[config.mk]
export PLATFORM = sky130hd
export DESIGN_NAME = i2c_slave_responder
export DESIGN_NICKNAME = d
export VERILOG_FILES = /design/src/rtl/i2c_pkg.sv /design/src/rtl/i2c_line_filter.sv /design/src/rtl/i2c_slave_responder.sv
export SDC_FILE = /design/constraint.sdc
export NUM_CORES = 1
export LEC_CHECK = 0
export CAP_MARGIN = 20
export CORE_AREA = 10 10 86 88
export CTS_CLUSTER_SIZE = 8
export DETAILED_ROUTE_END_ITERATION = 7
export DIE_AREA = 0 0 96 98
export GPL_TIMING_DRIVEN = 0
export PLACE_DENSITY_LB_ADDON = 0.1
export SETUP_SLACK_MARGIN = 0.02
export SLEW_MARGIN = 30
export SYNTH_ARGS = -nofsm -noshare
export SYNTH_HDL_FRONTEND = slang
export SYNTH_SLANG_ARGS = --single-unit
[constraint.sdc]
create_clock -name clk -period 3.05 [get_ports clk]
set_input_delay 0.61 -clock clk [delete_from_list [all_inputs] [get_ports clk]]
set_output_delay 0.61 -clock clk [all_outputs]
set_load 0.1 [all_outputs]
[src/rtl/i2c_pkg.sv]
// i2c_pkg: shared I2C FSM states and bus-level constants
package i2c_pkg;
  typedef enum logic [2:0] {IDLE, ADDR, ADDR_ACK, RX, RX_ACK, TX, TX_ACK, IGNORE} state_t;
  localparam logic READ = 1'b1;
  localparam logic SCL_IDLE = 1'b1;
  localparam logic SDA_IDLE = 1'b1;
endpackage

[src/rtl/i2c_line_filter.sv]
// i2c_line_filter: 2-FF sync, N-sample glitch filter and edge pulses for one bus line
module i2c_line_filter #(
  parameter int FILTER_LEN = 2,
  parameter logic IDLE_LVL = 1'b1
) (
  input  logic clk,
  input  logic reset,
  input  logic pad,
  output logic level,
  output logic rise,
  output logic fall
);
  logic [1:0] sync;
  logic [FILTER_LEN-1:0] hist;
  logic prev;
  always_ff @(posedge clk or posedge reset)
    if (reset) begin
      sync  <= {2{IDLE_LVL}};
      hist  <= {FILTER_LEN{IDLE_LVL}};
      level <= IDLE_LVL;
      prev  <= IDLE_LVL;
    end else begin
      sync  <= {sync[0], pad};
      hist  <= FILTER_LEN'({hist, sync[1]});
      level <= &hist ? 1'b1 : ~|hist ? 1'b0 : level;
      prev  <= level;
    end
  assign rise = level & ~prev;
  assign fall = ~level & prev;
endmodule

[src/rtl/i2c_slave_responder.sv]
// i2c_slave_responder: 7-bit-address I2C target with rx strobe and tx request handshake
module i2c_slave_responder import i2c_pkg::*; #(
  parameter logic [6:0] SLAVE_ADDR = 7'h77,
  parameter int FILTER_LEN = 2
) (
  input  logic       clk,
  input  logic       reset,
  input  logic       scl,
  input  logic       sda,
  output logic       sdaOe,
  output logic [7:0] rxData,
  output logic       rxValid,
  input  logic       rxReady,
  input  logic [7:0] txData,
  output logic       txReq,
  output logic       rw,
  output logic       busy,
  output logic       startDet,
  output logic       stopDet
);
  logic scl_lvl, scl_rise, scl_fall, sda_lvl, sda_rise, sda_fall;
  state_t state, state_n;
  logic [2:0] bit_cnt, cnt_n;
  logic [7:0] shift, shift_n, rx_data_n, sample;
  logic ack_ph, ph_n, rx_pend, rx_pend_n, rdy, rdy_n;
  logic oe_n, rx_valid_n, tx_req_n, rw_n, busy_n, start_n, stop_n;
  i2c_line_filter #(.FILTER_LEN(FILTER_LEN), .IDLE_LVL(SCL_IDLE)) u_scl (
    .clk(clk), .reset(reset), .pad(scl), .level(scl_lvl), .rise(scl_rise), .fall(scl_fall));
  i2c_line_filter #(.FILTER_LEN(FILTER_LEN), .IDLE_LVL(SDA_IDLE)) u_sda (
    .clk(clk), .reset(reset), .pad(sda), .level(sda_lvl), .rise(sda_rise), .fall(sda_fall));
  assign sample = {shift[6:0], sda_lvl};
  always_ff @(posedge clk or posedge reset)
    if (reset) begin
      state <= IDLE; bit_cnt <= '0; shift <= '0; ack_ph <= 1'b0; rx_pend <= 1'b0; rdy <= 1'b0;
      sdaOe <= 1'b0; rxData <= '0; rxValid <= 1'b0; txReq <= 1'b0; rw <= 1'b0; busy <= 1'b0;
      startDet <= 1'b0; stopDet <= 1'b0;
    end else begin
      state <= state_n; bit_cnt <= cnt_n; shift <= shift_n; ack_ph <= ph_n; rx_pend <= rx_pend_n; rdy <= rdy_n;
      sdaOe <= oe_n; rxData <= rx_data_n; rxValid <= rx_valid_n; txReq <= tx_req_n; rw <= rw_n; busy <= busy_n;
      startDet <= start_n; stopDet <= stop_n;
    end
  always_comb begin
    state_n = state; cnt_n = bit_cnt; shift_n = shift; ph_n = ack_ph; rx_pend_n = 1'b0;
    rdy_n = rxValid ? rxReady : rdy;
    oe_n = sdaOe; rx_data_n = rxData; rx_valid_n = rx_pend; tx_req_n = 1'b0;
    rw_n = rw; busy_n = busy; start_n = 1'b0; stop_n = 1'b0;
    // bus conditions pre-empt any SCL edge seen in the same cycle
    if (sda_fall && scl_lvl) begin
      state_n = ADDR; cnt_n = '0; oe_n = 1'b0; start_n = 1'b1;
    end else if (sda_rise && scl_lvl) begin
      state_n = IDLE; oe_n = 1'b0; busy_n = 1'b0; stop_n = 1'b1;
    end else
      case (state)
        ADDR: if (scl_rise) begin
          shift_n = sample; cnt_n = bit_cnt + 3'd1;
          if (bit_cnt == 3'd7) begin
            if (sample[7:1] == SLAVE_ADDR) begin
              rw_n = sample[0]; busy_n = 1'b1; ph_n = 1'b0; state_n = ADDR_ACK;
            end else state_n = IGNORE;
          end
        end
        ADDR_ACK: if (scl_fall) begin
          ph_n = 1'b1;
          if (!ack_ph) begin
            oe_n = 1'b1; tx_req_n = (rw == READ);
          end else if (rw == READ) begin
            shift_n = txData; oe_n = !txData[7]; state_n = TX;
          end else begin
            oe_n = 1'b0; state_n = RX;
          end
        end
        RX: if (scl_rise) begin
          shift_n = sample; cnt_n = bit_cnt + 3'd1;
          if (bit_cnt == 3'd7) begin
            rx_data_n = sample; rx_pend_n = 1'b1; ph_n = 1'b0; state_n = RX_ACK;
          end
        end
        RX_ACK: if (scl_fall) begin
          ph_n = 1'b1;
          if (!ack_ph) oe_n = rdy;
          else begin
            oe_n = 1'b0; cnt_n = '0; state_n = RX;
          end
        end
        TX: if (scl_fall) begin
          cnt_n = bit_cnt + 3'd1; shift_n = {shift[6:0], 1'b0};
          oe_n = (bit_cnt == 3'd7) ? 1'b0 : !shift[6];
          if (bit_cnt == 3'd7) state_n = TX_ACK;
        end
        TX_ACK:
          if (scl_rise) begin
            if (sda_lvl) begin
              oe_n = 1'b0; busy_n = 1'b0; state_n = IGNORE;
            end else tx_req_n = 1'b1;
          end else if (scl_fall) begin
            shift_n = txData; oe_n = !txData[7]; state_n = TX;
          end
        IGNORE: oe_n = 1'b0;
        default: ;
      endcase
  end
endmodule
Word level (Yosys, flattened, before mapping)
Index checks and enable logic that the tools add are counted.
{ "word_totals": {"elab_cells": 181, "ram_bits": 0, "output_inout_bits": 15, "ff_bits": 43, "romBits": 0, "mem_count": 0, "latch_bits": 0} }
{ "op_classes": {"muxes": 78, "mul": 0, "shifts": 0, "reduce_logical": 24, "n_div": 0, "bitwise": 10, "magnitude_cmp": 0, "n_eq_ne": 46, "n_addsub": 1} }
{ "op_table": {"columns": ["cell", "n"], "rows": [
  ["two-way mux 3 bit", 23],
  ["two-way mux 7 bit", 7],
  ["two-way mux 1 bit", 41],
  ["!= test 4 bit (second input constant)", 10],
  ["case mux 7 bit (4 select lines)", 1],
  ["!= test 2 bit (second input constant)", 12],
  ["!= test 3 bit (second input constant)", 7],
  ["case mux 3 bit (6 select lines)", 1],
  ["AND reduction 6 bit", 3],
  ["== test 3 bit (second input constant)", 5],
  ["AND reduction 13 bit", 1],
  ["AND reduction 10 bit", 1],
  ["case mux 3 bit (3 select lines)", 1],
  ["AND reduction 9 bit", 1],
  ["!= test 2 x 1 -> 1 bit (second input constant)", 4],
  ["nonzero test 4 bit", 2],
  ["nonzero test 8 bit", 1],
  ["OR reduction 2 bit", 4],
  ["== test 7 bit (second input constant)", 1],
  ["AND reduction 7 bit", 1],
  ["nonzero test 7 bit", 1],
  ["== test 3 x 2 -> 1 bit (second input constant)", 2],
  ["NOT 1 bit", 6],
  ["nonzero test 3 bit", 2],
  ["14 further kinds", 21]
]} }

Longest topological paths before layout
Gate-level depths: netlist (run 1).
{ "logic_depth": {"word_depth": 7, "depth_mapped": 8, "depth_no_buf": 7} }

Modules after synthesis
Synthesis (run 1) repeated with hierarchy kept, for this count alone.
{ "unflattened": {"cells_unflattened": 188, "hier_area_um2": 2164.6} }
{ "by_module_without_submodules": {"columns": ["mod", "area_per_inst_um2", "cells_each", "n_inst"], "rows": [
  ["i2c_slave_responder", 1761.7, 166, 1],
  ["i2c_line_filter", 201.4, 11, 2]
]} }

Worst setup path before layout (run 1)
OpenSTA, ideal clock, no wires.
{ "synth_timing": {"path_kind": "reg2reg", "startpoint": "register u_scl.prev", "endpoint": "register shift[0]", "n_path_buf": 1, "path_slack_ns": 0.920, "stages_incl_launch_ff": 9, "synth_period_minus_slack_ns": 2.130, "arrival_ns": 2.006, "setup_ns": 0.125, "cell_sequence": "dfstp_2 inv_1 ha_1 buf_2 or3b_1 a21oi_1 nor2_1 nor3_4 mux2_2"} }
{ "synth_via": {"elab_chain_len": 4} }
{ "synth_lines": {"columns": ["item", "line", "text"], "rows": [
  ["start, declared", "i2c_line_filter.sv:15", "logic prev;"],
  ["start signal, assigned", "i2c_line_filter.sv:26", "prev <= level;"],
  ["NOT 1 bit", "i2c_line_filter.sv:28", "assign rise = level & ~prev;"],
  ["bitwise AND 1 bit", "i2c_line_filter.sv:28", null],
  ["!= test 2 bit (no source line) or != test 2 x 1 -> 1 bit (tied branches)", null, null],
  ["AND reduction 10 bit (no source line) *", null, null],
  ["end signal, assigned", "i2c_slave_responder.sv:38", "state <= state_n; bit_cnt <= cnt_n; shift <= shift_n; ack_ph <= ph_n; rx_pend <= rx_pend_n; rdy <= rdy_n;"],
  ["end, declared", "i2c_slave_responder.sv:24", "logic [7:0] shift, shift_n, rx_data_n, sample;"]
]} }
Mark *: on every way between the ends. The rest lies on a longest branch, timed or not.
A chain may end at the register's enable or synchronous reset.

Worst setup path in the final report (run 1)
{ "layout_timing": {"startpoint": "register rw", "endpoint": "output rw"} }
{ "layout_rtl": {"columns": ["item", "line", "text"], "rows": [
  ["start, declared", "i2c_slave_responder.sv:16", "output logic rw,"],
  ["start signal, assigned", "i2c_slave_responder.sv:39", "sdaOe <= oe_n; rxData <= rx_data_n; rxValid <= rx_valid_n; txReq <= tx_req_n; rw <= rw_n; busy <= busy_n;"]
]} }
No word-level cell between the ends.

==> results of run 1 <==
-- kinds of logic after synthesis --
kind of cell	after synthesis	synth area share [%]
AND/OR/NAND/NOR	51	13.6
flip-flops	43	49.3
AO/OA/AOI/OAI	39	11.4
multiplexers	32	16.0
buffers and inverters	19	3.96
adder cells (fa/ha/maj)	8	4.53
XOR/XNOR	2	1.13
-- per-layer routing --
metal,part of all wire (%),track usage (%),vias to the layer above
met5,0,0,-
met2,50,18.6,37
met1,43,14.7,789
li1,-,-,772
met4,1.2,4.09,0
met3,5.7,3.45,5
-- path summary, 6_finish.rpt --
kind	startpoint	to	depth (start not counted)
setup / recovery	rw	rw	1
hold / removal	u_sda.sync[0]	u_sda.sync[1]	0
setup reg to reg	u_scl.prev	shift[6]	8
hold reg to reg	u_sda.sync[0]	u_sda.sync[1]	0
max in group asynchronous	reset	u_sda.sync[0]	3
min in group asynchronous	reset	rx_pend	2
-- cell usage after synthesis (all sizes together) (4+ instances only) --
master and count:
mux2i 8, or3b 4, a21oi 12, ha 8
buf 6, nor3 5, mux2 24, dfstp 12
o21ai 10, nand2 9, inv 11, nor2 13
dfrtp 31
-- power by group through the flow --
stage	Combinational, mW	Sequential [mW]	Clock [mW]
2_1_floorplan	0.846	1.04	0
3_3_place_gp	1.34	0.859	0
3_5_place_dp	1.35	0.864	0
4_1_cts	1.36	0.853	0.399
5_1_grt	1.46	0.877	0.426
6_report	1.35	0.849	0.385
-- cell type report --
cell class	count	area [sq um]
Fill cell	572	3050
Sequential cell	43	1090
Multi-Input combinational cell	132	1030
Timing Repair Buffer	28	298
Tap cell	75	93.8
Clock buffer	6	82.6
Inverter	12	45.0
Buffer	7	42.5
Clock inverter	2	13.8
-- per-stage QoR --
step                total power, mW  worst slack (ns)
finish                         2.58             0.511
global route                   2.77             0.439
CTS                            2.61             0.502
detailed placement             2.21             0.731
global placement               2.20             0.648
floorplan                      1.88             0.920
-- registers in the layout, summed over array words and instances (netlist names), 2 cells and up --
| name | flops |
|---|---|
| bit_cnt | 3 |
| rxData | 8 |
| shift | 7 |
| state | 3 |
| u_scl.hist | 2 |
| u_scl.sync | 2 |
| u_sda.hist | 2 |
| u_sda.sync | 2 |
==> impl_metrics.tcl, run 1 <==
set metrics [dict create \
    total_leakage_power_nw 1.17 \
    placed_cell_area_sq_um 2600 \
    mostFrequentLayoutCell "sky130_fd_sc_hd__dfrtp_1" \
    critPathTopFamily "buffers and inverters" \
    fin_crit_sh_pct 83.2 \
    path_buf_inv 1 \
    timing.critical_path.arrival_ns 1.93 \
    die_height_um 98 \
    reg2reg_slack_ns 0.71 \
    areaGrowthSynthToFinish_pct 22.1 \
    critPathCaptureType "output port" \
    post-route-util_pct 47.0 \
    finalMaxSlewViolations 0 \
    post-synth-top-area-fraction_pct 35.1 \
    net_count_reported_at_finish 250 \
    post_route_cells_drive_above_1_share_pct 26.5 \
    wl_per_cell_um 17.2 \
    required_ns 2.44 \
    setup_repair_after_global_routing_missed_its_margin "no" \
    synth_flop_cell "sky130_fd_sc_hd__dfrtp_1" \
    cts_tree "built" \
    postCtsHoldBufs 0 \
    fmaxAchievable_mhz 394 \
    post-cts-setup-buffers 0 \
    overall_die_area_sq_um 9410 \
    first_pass_iters 4 \
    post-dp-hpwl_um 3930 \
    tritoncts_num_sinks 43 \
    post_synth_instance_area_sq_um 2210 \
    power-per-cell-area_nw_per_um2 958 \
    postSynthCellCount 194 \
    critical-path-max-stage-delay_ns 1.18 \
    globalRouteOverflowTotal 0 \
    crit_path_cell_trace "clkdlybuf4s50_1" \
    buffer_ports.inserted 27 \
    power.clock.fraction_pct 14.9 \
    p_sw_mw 1.13 \
    placed_cells_incl_taps 297 \
    crit_fanout 5 \
    grtUsageTotal_pct 11.7 \
    worst_hold_slack_ns 0.359 \
    ys_warn_count 0 \
    diodes 0 \
    tritoncts.num_buffers 5 \
    finalWorstPathRequiredPeriod_ns 2.54 \
    rows 28 \
    clkLatencyLatePin_ns 0.30 \
    clockBufferDepth 2 \
    maximum_vdd_ir_drop_mv 0.576 \
    ctsRootBufferMaster "sky130_fd_sc_hd__clkbuf_8" \
    initial_core_util_pct 38.5 \
    timing.setup.tns_ns 0 \
    htree_levels 2 \
    power.share.switching_pct 43.9 \
    first_global_vias 1722 \
    critical-path-slowest-cell "sky130_fd_sc_hd__clkdlybuf4s50_1" \
    grt_max_degree 24 \
    drc 0 \
    synth-edff-count 0 \
    drt_first_iter_violations 108 \
    power_frac_comb_pct 52.2 \
    timing.max_slew.rel_slack_pct 34.3 \
    final-setup-viol-count 0 \
    ys_async_sr_fraction_pct 100 \
    run_status "finished, final reports clean" \
    worst_slew_pin_slew_ns 0.982 \
    setup.worst_path.class "reg -> out" \
    synthesis.area_per_instance_sq_um 11.4 \
    place.gp.congestion 0.830 \
    core_area_sq_um 5750 \
    wirelength_um 5240 \
    synth.net_count 215 \
    yosys.area.top_type "sky130_fd_sc_hd__dfrtp_1" \
    final_cell_mix "sky130_fd_sc_hd__dfrtp_1, sky130_fd_sc_hd__clkdlybuf4s50_1, sky130_fd_sc_hd__mux2_2" \
    worst_hold_path_type "reg -> reg" \
    clkSlewWorstSetupHoldPaths_ns 0.08 \
    postSynthRegisterBits 43 \
    dieWidth_um 96 \
    seq_power_share_pct 32.9 \
    timing_hold_violations_final 0 \
    synth.top_cells.by_area "sky130_fd_sc_hd__dfrtp_1, sky130_fd_sc_hd__dfstp_2, sky130_fd_sc_hd__mux2_2, sky130_fd_sc_hd__ha_1, sky130_fd_sc_hd__mux2i_1" \
    post_cts_sizing_count 0 \
    detail_route.vias_per_cell 5.26 \
    top_level_ports 28 \
    final_cell_area_sq_um 2700 \
    number_of_antenna_violations_at_the_first_check_in_global_routing 0 \
    startpoint_type "flop" \
    final.setup_skew_ns 0.00602 \
    first_pass_grt_wire_length_um 8860 \
    vias 1603 \
    layout.cells.non_filler 305 \
    cap_violations 0 \
    ys_types 49 \
    intPower_mw 1.45 \
    yosysSeqAreaShare_pct 49.3 \
    ant_nets 0 \
]
No activity file was read; power rests on OpenSTA's default activity.
==> run 2, diff against run 1 <==
- clock period: 3.05 -> 2.5 ns (I/O delays scaled with it)
==> run 2 against run 1 <==
  * Core utilization is essentially flat
  * Worst setup slack lost 0.36 ns
  * Global-route usage is the same
  * Clock skew is essentially flat
  * Sequential power grew 22%
  * Hold slack is essentially flat
  * Cell count is the same
  * Largest cell class unchanged
  * Combinational power grew 22%
  * Critical path depth grew 7
  * Die area is the same
  * Via count grew 1.0%
  * Final area is essentially flat
==> impl_metrics.tcl, run 2 (synthesized netlist as in run 1, its figures left out) <==
set metrics [dict create \
    timing.max_slew.rel_slack_pct 34.3 \
    buffer_ports.inserted 27 \
    worst_hold_path_type "reg -> reg" \
    registers.top_by_ff_count "rxData" \
    seq_power_share_pct 32.8 \
    grt_max_degree 24 \
    report.power.total_mw 3.16 \
    net_count_reported_at_finish 250 \
    wirelength_um 5250 \
    fillers 572 \
    finalMaxSlewViolations 0 \
    crit_path_cell_trace "inv_1, ha_1, buf_2, or3b_1, a21oi_1, nor2_1, nor3_4, mux2_2" \
    grtUsageTotal_pct 11.7 \
    place.gp.congestion 0.830 \
    final_cell_mix "sky130_fd_sc_hd__dfrtp_1, sky130_fd_sc_hd__clkdlybuf4s50_1, sky130_fd_sc_hd__mux2_2" \
    clkSlewWorstSetupHoldPaths_ns 0.08 \
    power_frac_comb_pct 52.3 \
    layout.cells.non_filler 305 \
    fmaxAchievable_mhz 425 \
    tritoncts.num_buffers 5 \
    ant_nets 0 \
    power-per-cell-area_nw_per_um2 1170 \
    htree_levels 2 \
    setup.worst_path.class "reg -> reg" \
    clkLatencyLatePin_ns 0.30 \
    overall_die_area_sq_um 9410 \
    timing.critical_path.arrival_ns 2.53 \
    power.clock.fraction_pct 14.8 \
    run_status "finished, final reports clean" \
    setup_repair_after_global_routing_missed_its_margin "no" \
    globalRouteOverflowTotal 0 \
    finalWorstPathRequiredPeriod_ns 2.35 \
    vias 1619 \
    fin_crit_sh_pct 94.0 \
    largest_reg_flops 8 \
    detail_route.vias_per_cell 5.31 \
    critical-path-slowest-cell "sky130_fd_sc_hd__dfstp_2" \
    mostFrequentLayoutCell "sky130_fd_sc_hd__dfrtp_1" \
    core_area_sq_um 5750 \
    tritoncts_num_sinks 43 \
    drt_first_iter_violations 97 \
    number_of_antenna_violations_at_the_first_check_in_global_routing 0 \
    reg.largest.list "rxData: 8 flops, shift: 7 flops" \
    intPower_mw 1.77 \
    timing.setup.tns_ns 0 \
    first_global_vias 1722 \
    critical-path-max-stage-delay_ns 0.53 \
    cts_tree "built" \
    required_ns 2.68 \
    crit_fanout 9 \
    post-dp-hpwl_um 3930 \
    worst_slew_pin_slew_ns 0.982 \
    rows 28 \
    critPathTopFamily "simple AND/OR/NAND/NOR gates" \
    initial_core_util_pct 38.5 \
    first_pass_grt_wire_length_um 8860 \
    total_leakage_power_nw 1.19 \
    critPathCaptureType "flop" \
    clockBufferDepth 2 \
    placed_cells_incl_taps 297 \
    power.share.switching_pct 43.9 \
    startpoint_type "flop" \
    maximum_vdd_ir_drop_mv 0.702 \
    timing_hold_violations_final 0 \
    path_buf_inv 2 \
    placed_cell_area_sq_um 2600 \
    cap_violations 0 \
    post_route_cells_drive_above_1_share_pct 26.5 \
    top_level_ports 28 \
    p_sw_mw 1.39 \
    areaGrowthSynthToFinish_pct 22.2 \
    final.setup_skew_ns 0.00649 \
    post-route-util_pct 47.0 \
    final-setup-viol-count 0 \
    dieWidth_um 96 \
    drc 0 \
    ctsRootBufferMaster "sky130_fd_sc_hd__clkbuf_8" \
    diodes 0 \
    first_pass_iters 4 \
    final_cell_area_sq_um 2700 \
    die_height_um 98 \
    wl_per_cell_um 17.2 \
]
[run 2: repair_timing]
item	4_1_cts	5_1_grt
setup buffers	0	0
hold buffers	0	0
endpoints found under the setup margin	0	1
resized for setup	0	1
[run 2: metrics by stage]
| stage | worst slack [ns] | hold WS, ns |
|---|---|---|
| 2_1_floorplan | 0.370 | 0.331 |
| 6_report | 0.150 | 0.359 |
| 4_1_cts | 0.0617 | 0.360 |
| 3_3_place_gp | 0.161 | 0.332 |
| 5_1_grt | 0.0389 | 0.363 |
| 3_5_place_dp | 0.181 | 0.341 |
[run 2: layer usage]
metal  wire, um  part of all wire (%)  track usage [%]  vias up
met3        312                   5.9             3.45        5
li1           -                     -                -      771
met1       2240                    43             14.7      798
met4         63                   1.2             4.09        0
met5          0                     0                0        -
met2       2630                    50             18.6       45
[run 2: worst paths after layout]
kind	start	to	slack (ns)	cells past startpoint
max reg2reg	u_scl.prev	shift[6]	0.15	8
min in group asynchronous	reset	rx_pend	0.53	2
min	u_sda.sync[0]	u_sda.sync[1]	0.36	0
min reg2reg	u_sda.sync[0]	u_sda.sync[1]	0.36	0
max in group asynchronous	reset	u_sda.sync[0]	1.43	3
max	u_scl.prev	shift[6]	0.15	8
[run 2: power groups by stage]
| stage | Clock, mW | Combinational [mW] | Sequential (mW) |
|---|---|---|---|
| after floorplan | 0 | 1.03 | 1.27 |
| after global placement | 0 | 1.64 | 1.05 |
| after detailed placement | 0 | 1.65 | 1.05 |
| after CTS | 0.487 | 1.65 | 1.04 |
| after global routing | 0.520 | 1.79 | 1.07 |
| final | 0.468 | 1.65 | 1.04 |
[run 2: area by class of cell]
type | instances | area, sq um | share of cell area (%)
buffer | 7 | 42.5 | 1.57
clock buffer | 6 | 82.6 | 3.06
clock inverter | 2 | 13.8 | 0.509
inverter | 12 | 45.0 | 1.67
multi-input combinational | 132 | 1030 | 38.2
sequential | 43 | 1090 | 40.4
tap | 75 | 93.8 | 3.47
timing repair buffer | 28 | 300 | 11.1
